**src/rtl/wash_timer_scheduler_if.sv**
```systemverilog
// wash_timer_scheduler_if: controller-side request/status bundle for the wash timer scheduler
interface wash_timer_scheduler_if;
  logic cycle_req;
  logic spin_req;
  logic fill_value_on;
  logic pause;
  logic prog_load;
  logic [1:0] prog_sel;
  logic cycle_timeout;
  logic spin_timeout;
  logic busy;
  logic req_conflict;
  logic prog_err;
  logic fill_fault;
  logic [7:0] remaining;
  logic [2:0] phase;
  modport master (
    output cycle_req, spin_req, fill_value_on, pause, prog_load, prog_sel,
    input cycle_timeout, spin_timeout, busy, req_conflict, prog_err, fill_fault, remaining, phase
  );
  modport slave (
    input cycle_req, spin_req, fill_value_on, pause, prog_load, prog_sel,
    output cycle_timeout, spin_timeout, busy, req_conflict, prog_err, fill_fault, remaining, phase
  );
endinterface

```
**src/rtl/wash_timer_scheduler.sv**
```systemverilog
// wash_timer_scheduler: program-driven wash/spin phase timer; define FILL_WATCHDOG_EN to add a sticky fill-valve watchdog
module wash_timer_scheduler #(
  parameter int PRESCALE = 1000,
  parameter int FILL_LIMIT = 60
) (
  input logic clk,
  input logic reset,
  wash_timer_scheduler_if.slave bus
);
  typedef enum logic [2:0] {
    IDLE = 3'd0,
    CYC_RUN = 3'd1,
    CYC_DONE = 3'd2,
    SPIN_RUN = 3'd3,
    SPIN_DONE = 3'd4,
    CONFLICT = 3'd5
  } state_t;
  state_t state, state_n;
  logic [15:0] presc, presc_n;
  logic [7:0] rem, rem_n;
  logic [7:0] cyc_ticks, spin_ticks;
  logic [1:0] prog;
  logic cyc_q, spin_q, err_q, fault;
  logic run, tick, both, cyc_rise, spin_rise, idle_load;
  if (PRESCALE < 2 || PRESCALE > 65535 || FILL_LIMIT < 1) begin : g_param_check
    $error("wash_timer_scheduler: PRESCALE must be 2..65535 and FILL_LIMIT at least 1");
  end
  assign cyc_ticks = prog == 2'd0 ? 8'd20 : prog == 2'd2 ? 8'd80 : 8'd40;
  assign spin_ticks = prog == 2'd0 ? 8'd10 : prog == 2'd2 ? 8'd30 : 8'd20;
  assign run = state == CYC_RUN || state == SPIN_RUN;
  assign tick = run && !bus.pause && presc == 16'(PRESCALE - 1);
  assign both = bus.cycle_req && bus.spin_req;
  assign cyc_rise = bus.cycle_req && !cyc_q;
  assign spin_rise = bus.spin_req && !spin_q;
  assign idle_load = state == IDLE && bus.prog_load;
  always_comb begin
    state_n = state;
    rem_n = rem;
    presc_n = tick ? '0 : (run && !bus.pause) ? presc + 16'd1 : presc;
    if (both && !(state == IDLE && fault)) begin
      state_n = CONFLICT;
      rem_n = '0;
      presc_n = '0;
    end else
      case (state)
        IDLE:
          if (!fault && cyc_rise && !bus.spin_req) begin
            state_n = CYC_RUN;
            rem_n = cyc_ticks;
            presc_n = '0;
          end else if (!fault && spin_rise && !bus.cycle_req) begin
            state_n = SPIN_RUN;
            rem_n = spin_ticks;
            presc_n = '0;
          end
        CYC_RUN, SPIN_RUN:
          if (!(state == CYC_RUN ? bus.cycle_req : bus.spin_req)) begin
            state_n = IDLE;
            rem_n = '0;
            presc_n = '0;
          end else if (tick) begin
            rem_n = rem - 8'd1;
            if (rem == 8'd1 && state == CYC_RUN) state_n = CYC_DONE;
            if (rem == 8'd1 && state == SPIN_RUN) state_n = SPIN_DONE;
          end
        CYC_DONE: if (!bus.cycle_req) state_n = IDLE;
        SPIN_DONE: if (!bus.spin_req) state_n = IDLE;
        CONFLICT: if (!bus.cycle_req && !bus.spin_req) state_n = IDLE;
        default: state_n = IDLE;
      endcase
  end
  // request history resets high so a request already held at reset release must drop and re-rise
  always_ff @(posedge clk or negedge reset)
    if (!reset) begin
      state <= IDLE;
      rem <= '0;
      presc <= '0;
      prog <= 2'd1;
      cyc_q <= 1'b1;
      spin_q <= 1'b1;
      err_q <= 1'b0;
    end else begin
      state <= state_n;
      rem <= rem_n;
      presc <= presc_n;
      cyc_q <= bus.cycle_req;
      spin_q <= bus.spin_req;
      err_q <= idle_load && bus.prog_sel == 2'd3;
      if (idle_load && bus.prog_sel != 2'd3) prog <= bus.prog_sel;
    end
`ifdef FILL_WATCHDOG_EN
  localparam int W = $clog2(FILL_LIMIT + 1);
  logic [15:0] wd_presc;
  logic [W-1:0] wd_cnt;
  logic wd_tick;
  assign wd_tick = wd_presc == 16'(PRESCALE - 1);
  always_ff @(posedge clk or negedge reset)
    if (!reset) begin
      wd_presc <= '0;
      wd_cnt <= '0;
      fault <= 1'b0;
    end else begin
      wd_presc <= wd_tick ? '0 : wd_presc + 16'd1;
      wd_cnt <= !bus.fill_value_on ? '0 : (wd_tick && wd_cnt != W'(FILL_LIMIT)) ? wd_cnt + W'(1) : wd_cnt;
      fault <= fault || wd_cnt == W'(FILL_LIMIT);
    end
`else
  assign fault = 1'b0;
`endif
  assign bus.phase = state;
  assign bus.remaining = rem;
  assign bus.busy = run;
  assign bus.cycle_timeout = state == CYC_DONE && !fault;
  assign bus.spin_timeout = state == SPIN_DONE && !fault;
  assign bus.req_conflict = state == CONFLICT;
  assign bus.prog_err = err_q;
  assign bus.fill_fault = fault;
endmodule

```
**src/flat_wrapper.sv**
```systemverilog
// flat-port wrapper written by rule: the top's interface ports become plain ports
module wash_timer_scheduler_flat 
#(
  parameter int PRESCALE = 1000,
  parameter int FILL_LIMIT = 60
)
  (clk, reset, bus_cycle_req, bus_spin_req, bus_fill_value_on, bus_pause, bus_prog_load, bus_prog_sel, bus_cycle_timeout, bus_spin_timeout, bus_busy, bus_req_conflict, bus_prog_err, bus_fill_fault, bus_remaining, bus_phase);
  wash_timer_scheduler_if bus_i ();
  input logic clk;
  input logic reset;
  input wire logic [$bits(bus_i.cycle_req)-1:0] bus_cycle_req;
  input wire logic [$bits(bus_i.spin_req)-1:0] bus_spin_req;
  input wire logic [$bits(bus_i.fill_value_on)-1:0] bus_fill_value_on;
  input wire logic [$bits(bus_i.pause)-1:0] bus_pause;
  input wire logic [$bits(bus_i.prog_load)-1:0] bus_prog_load;
  input wire logic [$bits(bus_i.prog_sel)-1:0] bus_prog_sel;
  output wire logic [$bits(bus_i.cycle_timeout)-1:0] bus_cycle_timeout;
  output wire logic [$bits(bus_i.spin_timeout)-1:0] bus_spin_timeout;
  output wire logic [$bits(bus_i.busy)-1:0] bus_busy;
  output wire logic [$bits(bus_i.req_conflict)-1:0] bus_req_conflict;
  output wire logic [$bits(bus_i.prog_err)-1:0] bus_prog_err;
  output wire logic [$bits(bus_i.fill_fault)-1:0] bus_fill_fault;
  output wire logic [$bits(bus_i.remaining)-1:0] bus_remaining;
  output wire logic [$bits(bus_i.phase)-1:0] bus_phase;
  assign bus_i.cycle_req = bus_cycle_req;
  assign bus_i.spin_req = bus_spin_req;
  assign bus_i.fill_value_on = bus_fill_value_on;
  assign bus_i.pause = bus_pause;
  assign bus_i.prog_load = bus_prog_load;
  assign bus_i.prog_sel = bus_prog_sel;
  assign bus_cycle_timeout = bus_i.cycle_timeout;
  assign bus_spin_timeout = bus_i.spin_timeout;
  assign bus_busy = bus_i.busy;
  assign bus_req_conflict = bus_i.req_conflict;
  assign bus_prog_err = bus_i.prog_err;
  assign bus_fill_fault = bus_i.fill_fault;
  assign bus_remaining = bus_i.remaining;
  assign bus_phase = bus_i.phase;
  wash_timer_scheduler #(.PRESCALE(PRESCALE), .FILL_LIMIT(FILL_LIMIT)) u_core (.clk(clk), .reset(reset), .bus(bus_i));
endmodule
```
**config.mk**
```make
export PLATFORM = sky130hd
export DESIGN_NAME = wash_timer_scheduler_flat
export DESIGN_NICKNAME = d
export VERILOG_FILES = /design/src/rtl/wash_timer_scheduler_if.sv /design/src/rtl/wash_timer_scheduler.sv /design/src/flat_wrapper.sv
export SDC_FILE = /design/constraint.sdc
export NUM_CORES = 1
export LEC_CHECK = 0
export CORE_MARGIN = 8
export CORE_UTILIZATION = 45
export DETAILED_ROUTE_END_ITERATION = 6
export GPL_TIMING_DRIVEN = 0
export PLACE_DENSITY_LB_ADDON = 0.3
export SYNTH_ARGS = -nofsm -noshare
export SYNTH_HDL_FRONTEND = slang
export SYNTH_SLANG_ARGS = --single-unit
```
**constraint.sdc**
```tcl
create_clock -name clk -period 2.3 [get_ports clk]
set_clock_uncertainty 0.1 [all_clocks]
set_input_delay 0.46 -clock clk [delete_from_list [all_inputs] [get_ports clk]]
set_output_delay 0.46 -clock clk [all_outputs]
set_load 0.02 [all_outputs]
```
==> flow_metrics.py, run 1 <==
metrics = {
    "worst_setup_path": {
        "worst-path-max-fanout": 10,
        "cp_slowest_stage_delay_ns": 0.39,
        "timing.critical_path.arrival_ns": 1.65,
        "critical-path-top-delay-family": "buffers and inverters",
        "count_of_buffer_and_inverter_cells_on_the_critical_path": 3,
        "cell_by_cell_listing_of_the_critical_path": "buf_6 > nand2b_1 > inv_2 > dlygate4sd2_1",
        "type_of_element_launching_the_critical_path": "register",
        "cp_class": "register to primary output",
        "cp_data_required_time_ns": 1.74,
        "critical_path.endpoint_type": "primary output",
        "crit_path_top_delay_cell": "sky130_fd_sc_hd__dfrtp_1",
        "r2r_slack_ns": 0.12,
    },
    "clock_tree": {
        "cts.htree.levels": 2,
        "clk_root_buf": "sky130_fd_sc_hd__clkbuf_8",
        "path_clk_slew_ns": 0.07,
        "cts_buffers": 5,
        "worst_skew_pair.late_latency_ns": 0.29,
        "cts_tree": "done",
        "numClockSinks": 32,
        "hold_buffers": 0,
        "cts_buffer_depth": 2,
    },
    "power_and_ir_drop": {
        "internal_power_mw": 1.46,
        "power.switching_mw": 1.02,
        "switching_share": 0.410,
        "ir_drop_uv": 309,
        "p_leak_nw": 1.03,
        "power.share.clock": 0.184,
        "power-per-cell-area_nw_per_um2": 1010,
        "design_power_total_mw": 2.48,
        "power.sequential.fraction": 0.300,
        "power.share.combinational": 0.516,
    },
    "global_routing": {
        "grt_overflow": 0,
        "maximum_number_of_pins_on_one_net_before_global_route_repair": 33,
        "antenna_found_initial": 0,
        "grt_use_total": 0.142,
        "grt_first_pass_wirelength_um": 8320,
        "first_global_vias": 1740,
    },
    "cells_and_area": {
        "final.fill_count": 394,
        "area_delta_synth_final_pct": 21.8,
        "antenna_cells_inserted": 0,
        "layout-drive-gt1-share": 0.135,
        "mostFrequentLayoutCell": "sky130_fd_sc_hd__nor2_1",
        "layout_common_cells": "38 x sky130_fd_sc_hd__nor2_1, 29 x sky130_fd_sc_hd__dfrtp_1, 16 x sky130_fd_sc_hd__clkdlybuf4s50_1, 15 x sky130_fd_sc_hd__nand2_1, 14 x sky130_fd_sc_hd__nor3_1",
        "finalNetCount": 274,
        "multiInputGateArea_um2": 1110,
        "final-seq-area_um2": 805,
        "non_filler_cells_final": 312,
    },
    "synth": {
        "synth.lib_cells_used.distinct": 56,
        "yosys.area.top_type_share": 0.361,
        "seq_area_frac_synth": 0.400,
        "syn-instance-count": 224,
        "synth-main-ff-cell": "sky130_fd_sc_hd__dfrtp_1",
        "yosys.area.top_type": "sky130_fd_sc_hd__dfrtp_1",
        "synth-seq-cells": 32,
        "post_synth_main_area_contributors": "sky130_fd_sc_hd__dfrtp_1 36%, sky130_fd_sc_hd__nor2_1 7.1%, sky130_fd_sc_hd__xnor2_1 5.7%",
        "yosysWarningCount": 0,
        "post_synth_instance_area_um2": 2010,
        "synthArstFlopShare": 1.00,
        "post_synth.cell_area_avg_um2": 8.97,
        "synth_edf_count": 0,
        "synth_fp_nets": 239,
    },
    "sta": {
        "finalWorstPathRequiredPeriod_ns": 2.21,
        "report.final.setup_viol": 0,
        "transition_time_at_the_pin_with_the_least_slew_margin_ns": 0.736,
        "hold_viol": 0,
        "final.period_utilization": 0.959,
        "slew_violations": 0,
        "minimum_hold_slack_ns": 0.116,
        "maxSlewHeadroom": 0.509,
        "fmax_ghz": 0.453,
        "grt_setup_unrepaired": "no",
        "setup-tns-final_ns": 0,
    },
    "placement": {
        "port_buffers": 23,
        "gpl.final_weighted_congestion": 0.846,
        "post-dp-hpwl_um": 3430,
        "dp_cells": 299,
    },
    "route": {
        "detailedRoute.firstPassIterationCount": 4,
        "route.detailed.wl_per_inst_um": 15.4,
        "vias_per_instance": 5.68,
        "ant_nets": 0,
        "detail_route.drc_violations": 0,
        "dr.first_iter.drc_count": 134,
        "wirelength_um": 4800,
        "dr_total_vias": 1772,
    },
    "die": {
        "die_area_um2": 6860,
        "initial_utilization": 0.465,
        "coreArea_um2": 4320,
        "num_io_pins": 26,
        "row_count": 24,
        "die_y_um": 82.8,
        "die_w_um": 82.8,
    },
    "worst_hold_path": {
        "min_path_type": "primary input to async pin",
    },
    "flow_run": {
        "cap_violations": 0,
    },
    "outcome": {
        "run_status": "finished, final reports clean",
    },
}
-- layer usage --
layer  up-vias  track usage  part of all wire
met3         7       0.0430             0.040
li1        859            -                 -
met1       874        0.175              0.45
met5         -            0                 0
met4         0       0.0607             0.014
met2        32        0.223              0.49
-- final cells by class --
| type | instances | share of cell area |
|---|---|---|
| clock buffers | 6 | 0.0337 |
| multi-input cells | 171 | 0.452 |
| clock inverters | 2 | 0.00409 |
| plain buffers | 9 | 0.0286 |
| well taps | 52 | 0.0266 |
| flip-flops and latches | 32 | 0.329 |
| inverters | 12 | 0.0184 |
| repair buffers | 28 | 0.107 |
-- what timing repair did --
| item | CTS | global route |
|---|---|---|
| setup endpoints to repair | 19 | 15 |
| pin swaps | 1 | 1 |
| gates resized for setup | 6 | 5 |
| setup buffers | 2 | 3 |
-- stage by stage --
step	setup WS (ns)	cell area (um2)	util
after floorplan	0.241	2010	-
after CTS	0.00342	2410	0.558
after global placement	-0.469	2300	0.533
after global routing	0.0189	2450	0.566
after detailed placement	-0.520	2300	0.532
final	0.0940	2450	0.566
-- cell usage after synthesis, types with 2 or more instances --
cell type,number
sky130_fd_sc_hd__nand2_1,15
sky130_fd_sc_hd__a31oi_1,2
sky130_fd_sc_hd__ha_1,6
sky130_fd_sc_hd__nor4b_1,3
sky130_fd_sc_hd__nand3_1,10
sky130_fd_sc_hd__dfstp_2,3
sky130_fd_sc_hd__buf_6,2
sky130_fd_sc_hd__nand3b_1,3
sky130_fd_sc_hd__o32ai_1,2
sky130_fd_sc_hd__nor3_1,14
sky130_fd_sc_hd__xor2_1,3
sky130_fd_sc_hd__inv_1,12
sky130_fd_sc_hd__a32oi_1,2
sky130_fd_sc_hd__xnor2_1,13
sky130_fd_sc_hd__mux2i_1,2
sky130_fd_sc_hd__buf_2,2
sky130_fd_sc_hd__nand4_1,7
sky130_fd_sc_hd__o211ai_1,2
sky130_fd_sc_hd__nor2_1,38
sky130_fd_sc_hd__clkbuf_1,2
sky130_fd_sc_hd__o21ai_0,4
sky130_fd_sc_hd__nand2b_1,8
sky130_fd_sc_hd__nor4_1,2
sky130_fd_sc_hd__dfrtp_1,29
sky130_fd_sc_hd__buf_4,2
sky130_fd_sc_hd__a21oi_1,6
-- worst paths after layout --
path | startpoint | to | depth (start not counted)
min in group clk | bus_spin_req | u_core.spin_q | 1
worst min register to register | u_core.presc[2] | u_core.presc[2] | 2
worst max register to register | u_core.presc[12] | u_core.bus.remaining[5] | 6
worst min-delay path | reset | u_core.bus.phase[1] | 1
max in group asynchronous | reset | u_core.presc[0] | 1
worst max-delay path | u_core.bus.phase[2] | bus_busy | 4
-- flip-flops by register name (all words and copies together), names as in the netlist --
register,count
u_core.prog,2
u_core.bus.remaining,8
u_core.cyc_q,1
u_core.spin_q,1
u_core.bus.phase,3
u_core.bus.prog_err,1
u_core.presc,16
-- power groups by stage --
stage | Clock [mW] | Combinational, mW | Sequential (mW)
finish | 0.456 | 1.28 | 0.744
global route | 0.493 | 1.38 | 0.757
CTS | 0.473 | 1.23 | 0.743
detailed placement | 0 | 1.20 | 0.752
global placement | 0 | 1.19 | 0.750
floorplan | 0 | 0.752 | 0.809
-- cell families after synthesis --
kind of cell,after synthesis,synth area share
buf+inv,21,0.0573
simple gates,112,0.291
xor+xnor,16,0.0697
fa+ha+maj,6,0.0374
compound gates,34,0.133
mux,2,0.00996
flops,32,0.400
other cells,1,0.00187
No activity file was read; power rests on OpenSTA's default activity.
==> run 2, diff against run 1 <==
- SKIP_CTS_REPAIR_TIMING: unset -> 1
==> flow_metrics.py, run 2 (synthesized netlist as in run 1, its figures left out) <==
metrics = {
    "power_and_ir_drop": {
        "p_leak_nw": 1.06,
        "ir_drop_uv": 318,
        "power-per-cell-area_nw_per_um2": 1010,
        "design_power_total_mw": 2.47,
    },
    "cells_and_area": {
        "final.fill_count": 393,
        "finish.instance_area_um2": 2460,
        "top_register": "u_core.presc",
        "antenna_cells_inserted": 0,
        "layout-drive-gt1-share": 0.135,
        "mostFrequentLayoutCell": "sky130_fd_sc_hd__nor2_1",
        "area_delta_synth_final_pct": 22.3,
        "finalNetCount": 273,
        "max_reg_flops": 16,
        "layout_common_cells": "38 x sky130_fd_sc_hd__nor2_1, 29 x sky130_fd_sc_hd__dfrtp_1, 16 x sky130_fd_sc_hd__clkdlybuf4s50_1, 15 x sky130_fd_sc_hd__nand2_1, 14 x sky130_fd_sc_hd__nor3_1",
    },
    "clock_tree": {
        "worst_skew_pair.late_latency_ns": 0.29,
        "clk_root_buf": "sky130_fd_sc_hd__clkbuf_8",
        "path_clk_slew_ns": 0.08,
        "cts_buffer_depth": 2,
        "numClockSinks": 32,
        "cts_buffers": 5,
        "cts_tree": "done",
        "cts.htree.levels": 2,
    },
    "worst_setup_path": {
        "critical_path.endpoint_type": "register",
        "reg2regPathDepth": 6,
        "cp_class": "register to register",
        "timing.critical_path.arrival_ns": 2.26,
        "cp_data_required_time_ns": 2.38,
        "worst-path-max-fanout": 6,
        "r2r_slack_ns": 0.12,
        "type_of_element_launching_the_critical_path": "register",
    },
    "global_routing": {
        "antenna_found_initial": 0,
        "first_global_vias": 1722,
        "grt_use_total": 0.140,
        "maximum_number_of_pins_on_one_net_before_global_route_repair": 33,
        "grt_first_pass_wirelength_um": 8240,
        "grt_overflow": 0,
    },
    "route": {
        "detail_route.drc_violations": 0,
        "ant_nets": 0,
        "dr.first_iter.drc_count": 127,
        "detailedRoute.firstPassIterationCount": 4,
        "dr_total_vias": 1763,
        "vias_per_instance": 5.67,
        "met1Wirelength_um": 2150,
        "top_signal_layer_used": "met4",
        "wl_met3_um": 211,
        "met2_length_um": 2330,
        "wirelength_um": 4770,
        "route.detailed.wl_per_inst_um": 15.3,
    },
    "sta": {
        "finalWorstPathRequiredPeriod_ns": 2.18,
        "fmax_ghz": 0.459,
        "setup-tns-final_ns": 0,
        "transition_time_at_the_pin_with_the_least_slew_margin_ns": 0.747,
        "maxSlewHeadroom": 0.502,
        "hold_viol": 0,
        "slew_violations": 0,
        "report.final.setup_viol": 0,
        "final.period_utilization": 0.947,
        "timing.final.ws_setup_ns": 0.123,
        "grt_setup_unrepaired": "no",
    },
    "placement": {
        "post-dp-hpwl_um": 3430,
        "setup_ws_pre_cts_ns": -0.520,
        "port_buffers": 23,
        "gpl.final_weighted_congestion": 0.846,
        "dpl-instance-area_um2": 2300,
    },
    "worst_hold_path": {
        "min_path_type": "primary input to async pin",
    },
    "die": {
        "die_w_um": 82.8,
        "row_count": 24,
        "num_io_pins": 26,
        "initial_utilization": 0.465,
        "die_area_um2": 6860,
        "coreArea_um2": 4320,
        "die_y_um": 82.8,
    },
    "flow_run": {
        "cap_violations": 0,
    },
    "outcome": {
        "run_status": "finished, final reports clean",
    },
}
## run 2: changes by cell type in the layout (fill, tap and decap cells not counted)
cell	delta
sky130_fd_sc_hd__dlygate4sd2_1	-4
sky130_fd_sc_hd__nand2b_2	+1
sky130_fd_sc_hd__dlymetal6s2s_1	+4
sky130_fd_sc_hd__nand2b_1	-1
sky130_fd_sc_hd__buf_4	-1
## run 2: path summary, 6_finish.rpt
kind	startpoint	to
max in group asynchronous	reset	u_core.presc[0]
max reg2reg	u_core.presc[12]	u_core.bus.remaining[5]
max	u_core.presc[12]	u_core.bus.remaining[5]
min	reset	u_core.bus.phase[1]
min reg2reg	u_core.presc[2]	u_core.presc[2]
min in group clk	bus_spin_req	u_core.spin_q
## run 2: final cells by class
cell class / count / area (um2) / area share
Clock inverter: 2 / 10.0 / 0.00407
Inverter: 12 / 45.0 / 0.0183
Sequential cell: 32 / 805 / 0.327
Clock buffer: 6 / 82.6 / 0.0336
Tap cell: 52 / 65.1 / 0.0265
Buffer: 9 / 70.1 / 0.0285
Timing Repair Buffer: 27 / 270 / 0.110
Multi-Input combinational cell: 171 / 1110 / 0.452
## run 2: where the power goes
part           internal (mW)  switching, mW
clock                  0.239          0.219
sequential             0.662         0.0822
combinational          0.562          0.708
## run 2: per-stage QoR
step / hold slack [ns] / utilization / std cells
after CTS: 0.152 / 0.553 / 307
after global placement: 0.412 / 0.533 / 299
after floorplan: 0.0644 / - / 224
final: 0.119 / 0.568 / 311
after global routing: 0.188 / 0.568 / 311
after detailed placement: 0.437 / 0.532 / 299
## run 2: routing by layer
layer,vias to the layer above,global-route usage
li1,854,-
met1,864,0.173
met2,37,0.220
met3,8,0.0430
met4,0,0.0607
met5,-,0
## run 2: critical path, stage by stage, from the launching register on
cell and delay [ns]:
sky130_fd_sc_hd__dfrtp_1 0.43, sky130_fd_sc_hd__nor4b_2 0.41, sky130_fd_sc_hd__nand3_2 0.20, sky130_fd_sc_hd__o32ai_4 0.35, sky130_fd_sc_hd__buf_4 0.20, sky130_fd_sc_hd__nor2_1 0.04, sky130_fd_sc_hd__a221o_1 0.35
==> run 3, diff against run 2 <==
- CAP_MARGIN: unset -> 20
==> results of run 3 <==
Same layout as run 2: the final DEF is identical, and so are final timing and power.
